<file path="config.mk">
export PLATFORM = sky130hd
export DESIGN_NAME = regfile_wr_arbiter
export DESIGN_NICKNAME = d
export VERILOG_FILES = /design/src/rtl/regfile_wr_arbiter.sv
export SDC_FILE = /design/constraint.sdc
export NUM_CORES = 1
export LEC_CHECK = 0
export BUFFER_PORTS_ARGS = -buffer_cell sky130_fd_sc_hd__buf_2
export CAP_MARGIN = 20
export CORE_ASPECT_RATIO = 1.1
export CORE_MARGIN = 8
export CORE_UTILIZATION = 40
export CTS_BUF_LIST = sky130_fd_sc_hd__clkbuf_8
export DETAILED_ROUTE_END_ITERATION = 6
export GPL_TIMING_DRIVEN = 0
export PLACE_DENSITY = 0.62
export SLEW_MARGIN = 20
export SYNTH_ARGS = -nofsm -noshare
export SYNTH_HDL_FRONTEND = slang
export SYNTH_SLANG_ARGS = --single-unit
</file>
<file path="constraint.sdc">
create_clock -name clk -period 4.9 [get_ports clk]
set_input_delay 0.98 -clock clk [delete_from_list [all_inputs] [get_ports clk]]
set_output_delay 0.98 -clock clk [all_outputs]
set_load 0.005 [all_outputs]
</file>
<file path="src/rtl/regfile_wr_arbiter.sv">
// Single write-port arbiter for the GPR file: write-back wins, long-latency results queue in a FIFO.
// Optional starvation guard (RUN/HOLD pipeline hold) is built only when RF_ARB_STARVE_EN is defined.
module regfile_wr_arbiter #(
    parameter int DW           = 32,
    parameter int AW           = 5,
    parameter int DEPTH        = 2,
    parameter int STARVE_LIMIT = 4
) (
    input  logic          clk,
    input  logic          rst,
    input  logic          wb_we,
    input  logic [AW-1:0] wb_waddr,
    input  logic [DW-1:0] wb_wdata,
    input  logic          lu_valid,
    output logic          lu_ready,
    input  logic [AW-1:0] lu_waddr,
    input  logic [DW-1:0] lu_wdata,
    output logic          rf_we,
    output logic [AW-1:0] rf_waddr,
    output logic [DW-1:0] rf_wdata,
    output logic          stall_req,
    input  logic [AW-1:0] rd_addr1,
    input  logic [AW-1:0] rd_addr2,
    output logic          pend1,
    output logic          pend2
);
    localparam int PW = $clog2(DEPTH);

    logic [PW:0]      wr_ptr_q, rd_ptr_q;
    logic [AW-1:0]    mem_addr_q [DEPTH];
    logic [DW-1:0]    mem_data_q [DEPTH];
    logic [DEPTH-1:0] vld_q;
    logic             empty, full, push, pop;
    logic [AW-1:0]    head_addr;
    logic [DW-1:0]    head_data;

    logic             rf_we_q;
    logic [AW-1:0]    rf_waddr_q;
    logic [DW-1:0]    rf_wdata_q;

    // Extra wrap bit distinguishes full from empty when the index bits match.
    assign empty = (wr_ptr_q == rd_ptr_q);
    assign full  = (wr_ptr_q[PW] != rd_ptr_q[PW]) && (wr_ptr_q[PW-1:0] == rd_ptr_q[PW-1:0]);

    assign lu_ready  = !full;
    assign push      = lu_valid && !full && (lu_waddr != '0);
    assign pop       = !wb_we && !empty;
    assign head_addr = mem_addr_q[rd_ptr_q[PW-1:0]];
    assign head_data = mem_data_q[rd_ptr_q[PW-1:0]];

    always_ff @(posedge clk) begin
        if (rst) begin
            wr_ptr_q <= '0;
            rd_ptr_q <= '0;
            vld_q    <= '0;
        end else begin
            if (pop) begin
                rd_ptr_q                  <= rd_ptr_q + {{PW{1'b0}}, 1'b1};
                vld_q[rd_ptr_q[PW-1:0]]   <= 1'b0;
            end
            if (push) begin
                wr_ptr_q                  <= wr_ptr_q + {{PW{1'b0}}, 1'b1};
                vld_q[wr_ptr_q[PW-1:0]]   <= 1'b1;
            end
        end
    end

    always_ff @(posedge clk) begin
        if (push) begin
            mem_addr_q[wr_ptr_q[PW-1:0]] <= lu_waddr;
            mem_data_q[wr_ptr_q[PW-1:0]] <= lu_wdata;
        end
    end

    // Registered grant; address/data hold their last value on idle cycles.
    always_ff @(posedge clk) begin
        if (rst) begin
            rf_we_q    <= 1'b0;
            rf_waddr_q <= '0;
            rf_wdata_q <= '0;
        end else begin
            rf_we_q <= wb_we || pop;
            if (wb_we) begin
                rf_waddr_q <= wb_waddr;
                rf_wdata_q <= wb_wdata;
            end else if (pop) begin
                rf_waddr_q <= head_addr;
                rf_wdata_q <= head_data;
            end
        end
    end

    assign rf_we    = rf_we_q;
    assign rf_waddr = rf_waddr_q;
    assign rf_wdata = rf_wdata_q;

    always_comb begin
        pend1 = 1'b0;
        pend2 = 1'b0;
        for (int i = 0; i < DEPTH; i++) begin
            if (vld_q[i] && (mem_addr_q[i] == rd_addr1)) pend1 = 1'b1;
            if (vld_q[i] && (mem_addr_q[i] == rd_addr2)) pend2 = 1'b1;
        end
        if (rd_addr1 == '0) pend1 = 1'b0;
        if (rd_addr2 == '0) pend2 = 1'b0;
    end

`ifdef RF_ARB_STARVE_EN
    localparam int CW = $clog2(STARVE_LIMIT) + 1;
    localparam logic [CW-1:0] LIMIT   = CW'(STARVE_LIMIT);
    localparam logic [CW-1:0] TRIGGER = CW'(STARVE_LIMIT - 1);

    typedef enum logic {RUN, HOLD} state_t;

    state_t          state_q, state_d;
    logic [CW-1:0]   wait_cnt_q, wait_cnt_d;
    logic            blocked;

    assign blocked = !empty && wb_we;

    always_ff @(posedge clk) begin
        if (rst) begin
            state_q    <= RUN;
            wait_cnt_q <= '0;
        end else begin
            state_q    <= state_d;
            wait_cnt_q <= wait_cnt_d;
        end
    end

    // Saturated count keeps re-arming HOLD if the pipeline ignores the hold.
    always_comb begin
        state_d    = state_q;
        wait_cnt_d = wait_cnt_q;
        if (empty || pop)
            wait_cnt_d = '0;
        else if (blocked && (wait_cnt_q != LIMIT))
            wait_cnt_d = wait_cnt_q + CW'(1);
        case (state_q)
            RUN:     if (blocked && (wait_cnt_q >= TRIGGER)) state_d = HOLD;
            HOLD:    state_d = RUN;
            default: state_d = RUN;
        endcase
    end

    assign stall_req = (state_q == HOLD);
`else
    assign stall_req = 1'b0;
`endif

endmodule

</file>
Word level (Yosys, flattened, before mapping)
Memories as Yosys holds them, arrays and structs flattened. A register that Yosys moved wholly into a read port is not among the register bits.
Index checks and enable logic that the tools add are counted.
{ "totals": {"ff_bits": 44, "mem_bits_rw": 74, "inputBits": 88, "n_memories": 2} }
{ "op_classes": {"addsub": 2, "order_cmp": 4, "eq_ne": 7, "n_mux": 23, "n_bitwise": 3, "n_reduce_logical": 18} }
{ "memory_table": {"columns": ["name", "depth", "width", "rd", "rd_clocked_by_memory_dff", "wr", "line", "rtl"], "rows": [
  ["mem_data_q", 2, 32, 1, 1, 1, "31", "logic [DW-1:0] mem_data_q [DEPTH];"],
  ["mem_addr_q", 2, 5, 3, 1, 1, "30", "logic [AW-1:0] mem_addr_q [DEPTH];"]
]} }
{ "op_table": {"columns": ["cell", "count"], "rows": [
  ["$mux W32", 2],
  ["$eq A5 B5 Y1", 4],
  ["$mux W1", 14],
  ["$logic_and A1 B1 Y1", 10],
  ["$logic_not A5 Y1", 2],
  ["$mux W5", 2],
  ["$mux W2", 3],
  ["$reduce_bool A5 Y1", 1],
  ["$add A2 B1 Y2 const B", 2],
  ["$lt A1 B2 Y1 const B", 2],
  ["$logic_not A1 Y1", 3],
  ["$and A2 B2 Y2", 1],
  ["$demux W1 S1", 2],
  ["$eq A2 B2 Y1", 1],
  ["$ge A1 B1 Y1 const B", 2],
  ["$not A2 Y2", 1],
  ["$or A2 B2 Y2", 1],
  ["$reduce_bool A2 Y1", 1],
  ["$eq A1 B1 Y1", 1],
  ["$logic_or A1 B1 Y1", 1],
  ["$ne A1 B1 Y1", 1]
]} }

Longest topological paths before layout
{ "logic_depth": {"depth_word": 10, "depth_mapped": 6, "depth_no_buf": 5} }

Worst setup path before layout
No wires, ideal clock.
{ "synth_path": {"path_type": "in2reg", "startpoint": "input lu_valid", "endpoint": "register wr_ptr_q[1]", "setup_time_ns": 0.122, "arrival_ns": 2.588, "t_required_ns": 4.778, "slack_ns": 2.190, "cell_stages": 4, "n_path_buf": 0, "path_cell_list": "a21boi_0 nand3_1 inv_1 mux2_2"} }
{ "synth_between": {"elab_chain_len": 2} }
{ "synth_lines": {"columns": ["element", "line", "rtl"], "rows": [
  ["start: declaration", "14", "input logic lu_valid,"],
  ["$logic_and A1 B1 Y1 (2 in a row)", "46", "assign push = lu_valid && !full && (lu_waddr != '0);"],
  ["end signal: assignment", "62", "wr_ptr_q <= wr_ptr_q + {{PW{1'b0}}, 1'b1};"],
  ["end: declaration", "29", "logic [PW:0] wr_ptr_q, rd_ptr_q;"]
]} }
Every way passes these cells.
A chain may end at the register's enable or synchronous reset.

Worst setup path in the final report
{ "layout_path": {"startpoint": "input rd_addr1[0]", "endpoint": "output pend1"} }
{ "layout_between": {"elab_chain_len": 5, "word_cells_on_any_way": 8, "cone_classes": "eq/ne (2); mux (3); reduce/logical (3)"} }
{ "layout_lines": {"columns": ["element", "line", "rtl"], "rows": [
  ["start: declaration", "22", "input logic [AW-1:0] rd_addr1,"],
  ["$eq A5 B5 Y1", "101", "if (vld_q[i] && (mem_addr_q[i] == rd_addr1)) pend1 = 1'b1;"],
  ["$logic_and A1 B1 Y1", "101", null],
  ["$mux W1 (2 in a row)", "101", null],
  ["$mux W1 (*)", "104", "if (rd_addr1 == '0) pend1 = 1'b0;"],
  ["end: declaration", "24", "output logic pend1,"]
]} }
Every way passes the cells marked *; elsewhere a longest branch is shown, timed or not.

==> results.yml <==
setup_path:
  ff2ff_setup_slack_ns: 2.74
  cp-end-kind: "output pin"
  cp.arrival_ns: 2.10
  slowest_delay_ns: 0.43
  cp_num_cells: 6
  cp_max_fo: 3
  start_kind: "input port"
  r2r-end: "wr_ptr_q[1]"
  cp-startpoint: "rd_addr1[0]"
  cp_cell_sequence: "buf_2 > xor2_1 > nor4_1 > nand3_1 > a21oi_1 > buf_2"
  crit_path_end: "pend1"
  cp.required_ns: 3.92
  critPathBufInv: 2
  critPathSlowestCell: "nor4_1"
  crit_top_cell: "buf_2"
  r2r-start: "wr_ptr_q[1]"
  worst_path_dominant_cell_family: "simple AND/OR/NAND/NOR gates"
  path_class: "input port to output pin"
  ff2ff_path_depth: 6
layout:
  multiInputGateArea_mm2: 0.001559
  final_cell_area_mm2: 0.006081
  nets: 642
  drive_gt1_share_pct: 30.69
  diodes: 0
  n_fill_cell: 1094
  area.sequential_mm2: 0.003123
  utilization_pct: 50.98
  syn_to_final_growth_pct: 25.74
clock_network:
  cts_tree: "built"
  post_cts_resize_count: 0
  cts_buffers: 17
  path_clk_slew_ns: 0.07
  cts_hold_buf: 0
  postCtsSetupRepairBufs: 0
  cts_root_buffer: "clkbuf_8"
  clock_latency_ns: 0.42
  cts.htree.levels: 4
  clock_sinks: 119
  cts_max_path_buffers: 2
timing:
  slew_violations: 0
  finalSetupViolCount: 0
  fin_skew_ns: 0.01009
  hold_viol: 0
  rsz0062_at_grt: "no"
  tns_ns: 0
  max_freq_mhz: 324.4
  min_period_ns: 3.083
  fin_crit_sh_pct: 62.92
  worst_slew_margin_rel_pct: 62.97
  tightest_slew_ns: 0.5555
flow_run:
  maxCapViolations: 0
logic_synthesis:
  synth_area_leaders: "edfxtp_1 (46%), dfxtp_1 (19%), a21oi_1 (8.4%)"
  ys_types: 32
  syn_nets: 495
  yosys.area.top_type_share_pct: 45.95
  yosysWarnings: 0
  synth_edf_count: 74
  syn_inst: 407
  synth_ff_type: "edfxtp_1"
  yosysMostFrequentCell: "a21oi_1"
  postSynthAreaPerCell_um2: 11.88
  synth_area_mm2: 0.004836
  synth_common_cells: "a21oi_1 (81), edfxtp_1 (74), dfxtp_1 (45)"
  synth_largest_area_cell: "edfxtp_1"
  async_reset_ff_share_pct: 0
  ys_seq_elements: 119
  ys_seq_area_share_pct: 64.58
hold_path:
  hold_path_startpoint: "rf_wdata[2]"
  min_path_type: "register to register"
die:
  rows: 42
  die_area_mm2: 0.01587
  die_w_um: 120.8
  initial_core_util_pct: 40.54
  die_h_um: 131.3
  placeableCoreArea_mm2: 0.01193
  pin_count: 130
placed_design:
  placed_area_mm2: 0.005708
  gp_congestion: 0.8687
  io_buffer_count: 126
  post-dp-hpwl_mm: 9.200
run_status:
  status: "finished, final reports clean"
route:
  route.detailed.drc: 0
  wl_per_cell_um: 17.91
  drtIter0Drc: 192
  final_antenna_net_count: 0
  viasPerCell: 5.183
  finalWirelength_mm: 12.91
  first_pass_iters: 4
  vias: 3737
grt:
  grt_max_degree: 29
  grt_pass1_vias: 4124
  grt_remaining_overflow: 0
  grt_usage_pct: 16.96
  antenna_found_initial: 0
  grt_first_pass_wirelength_mm: 21.28
power_and_ir_drop:
  leakage_nw: 2.388
  p_per_area_mw_per_mm2: 444.8
  worst_ir_drop_vdd_v: 0.0002006
[cells by family after synthesis]
logic type             share of synthesized area (%)
buffers and inverters                          3.208
multiplexers                                   7.891
AND/OR/NAND/NOR                                5.951
flip-flops                                     64.58
XOR/XNOR                                       4.166
AO/OA/AOI/OAI                                  14.13
other                                        0.07755
[power by group]
part / switching (mW) / internal (mW)
Sequential: 0.0526 / 1.19
Clock: 0.390 / 0.442
Combinational: 0.376 / 0.254
Total: 0.818 / 1.89
[sequential cells by signal, summed over array words and instances, names as in the netlist, named ones only]
register / count
vld_q: 2
rf_waddr: 5
wr_ptr_q: 2
mem_addr_q: 10
rf_we: 1
rf_wdata: 32
mem_data_q: 64
rd_ptr_q: 2
[layer usage]
| metal | global-route usage [%] | share of wire, % | vias up |
|---|---|---|---|
| met5 | 0 | 0 | - |
| met4 | 6.602 | 1.5 | 0 |
| met1 | 20.37 | 43 | 1783 |
| li1 | - | - | 1798 |
| met2 | 27.97 | 49 | 138 |
| met3 | 4.756 | 6.9 | 18 |
[per-stage QoR]
step | power [mW] | hold slack [ns] | std cells | worst slack [ns]
2_1_floorplan | 1.657 | 0.4617 | 407 | 2.190
3_3_place_gp | 1.876 | 0.5069 | 687 | 1.445
3_5_place_dp | 1.901 | 0.5174 | 689 | 1.832
4_1_cts | 2.738 | 0.5390 | 721 | 1.828
5_1_grt | 2.851 | 0.5550 | 721 | 1.738
6_report | 2.705 | 0.5348 | 721 | 1.817
[cell usage in the layout, fill, tap and decap left out, types with 3 or more instances in the layout]
| cell type | n |
|---|---|
| buf_2 | 139 |
| o22ai_1 | 37 |
| nand3_1 | 5 |
| nor4_1 | 4 |
| nand2_1 | 43 |
| edfxtp_1 | 74 |
| buf_1 | 3 |
| xnor2_1 | 6 |
| inv_1 | 5 |
| clkbuf_8 | 17 |
| a21oi_1 | 81 |
| clkbuf_1 | 14 |
| nor2_1 | 5 |
| mux2i_1 | 37 |
| clkinv_2 | 4 |
| xor2_1 | 17 |
| dfxtp_1 | 45 |
| clkinvlp_4 | 4 |
[worst register-to-register path: stages (launching register included)]
cell and delay [ns]:
dfxtp_1 0.44, xor2_1 0.13, a21boi_0 0.42, nand3_1 0.19, inv_2 0.27, buf_12 0.26
mux2_2 0.35
[worst min-delay path by stage]
stage | slack [ns] | to | depth (start not counted)
2_1_floorplan | 0.46 | vld_q[1] | 2
3_3_place_gp | 0.51 | rf_wdata[1] | 2
3_5_place_dp | 0.52 | rf_wdata[3] | 2
4_1_cts | 0.54 | rf_wdata[3] | 2
5_1_grt | 0.56 | vld_q[1] | 2
6_report | 0.53 | rf_wdata[2] | 2
[area by class of cell]
type / count / area share [%]
Clock inverter: 15 / 2.284
Inverter: 5 / 0.3086
Timing Repair Buffer: 128 / 11.15
Multi-Input combinational cell: 252 / 25.64
Clock buffer: 17 / 3.848
Buffer: 31 / 2.243
Tap cell: 154 / 3.169
Sequential cell: 119 / 51.36
(Power assumes the default switching activity.)
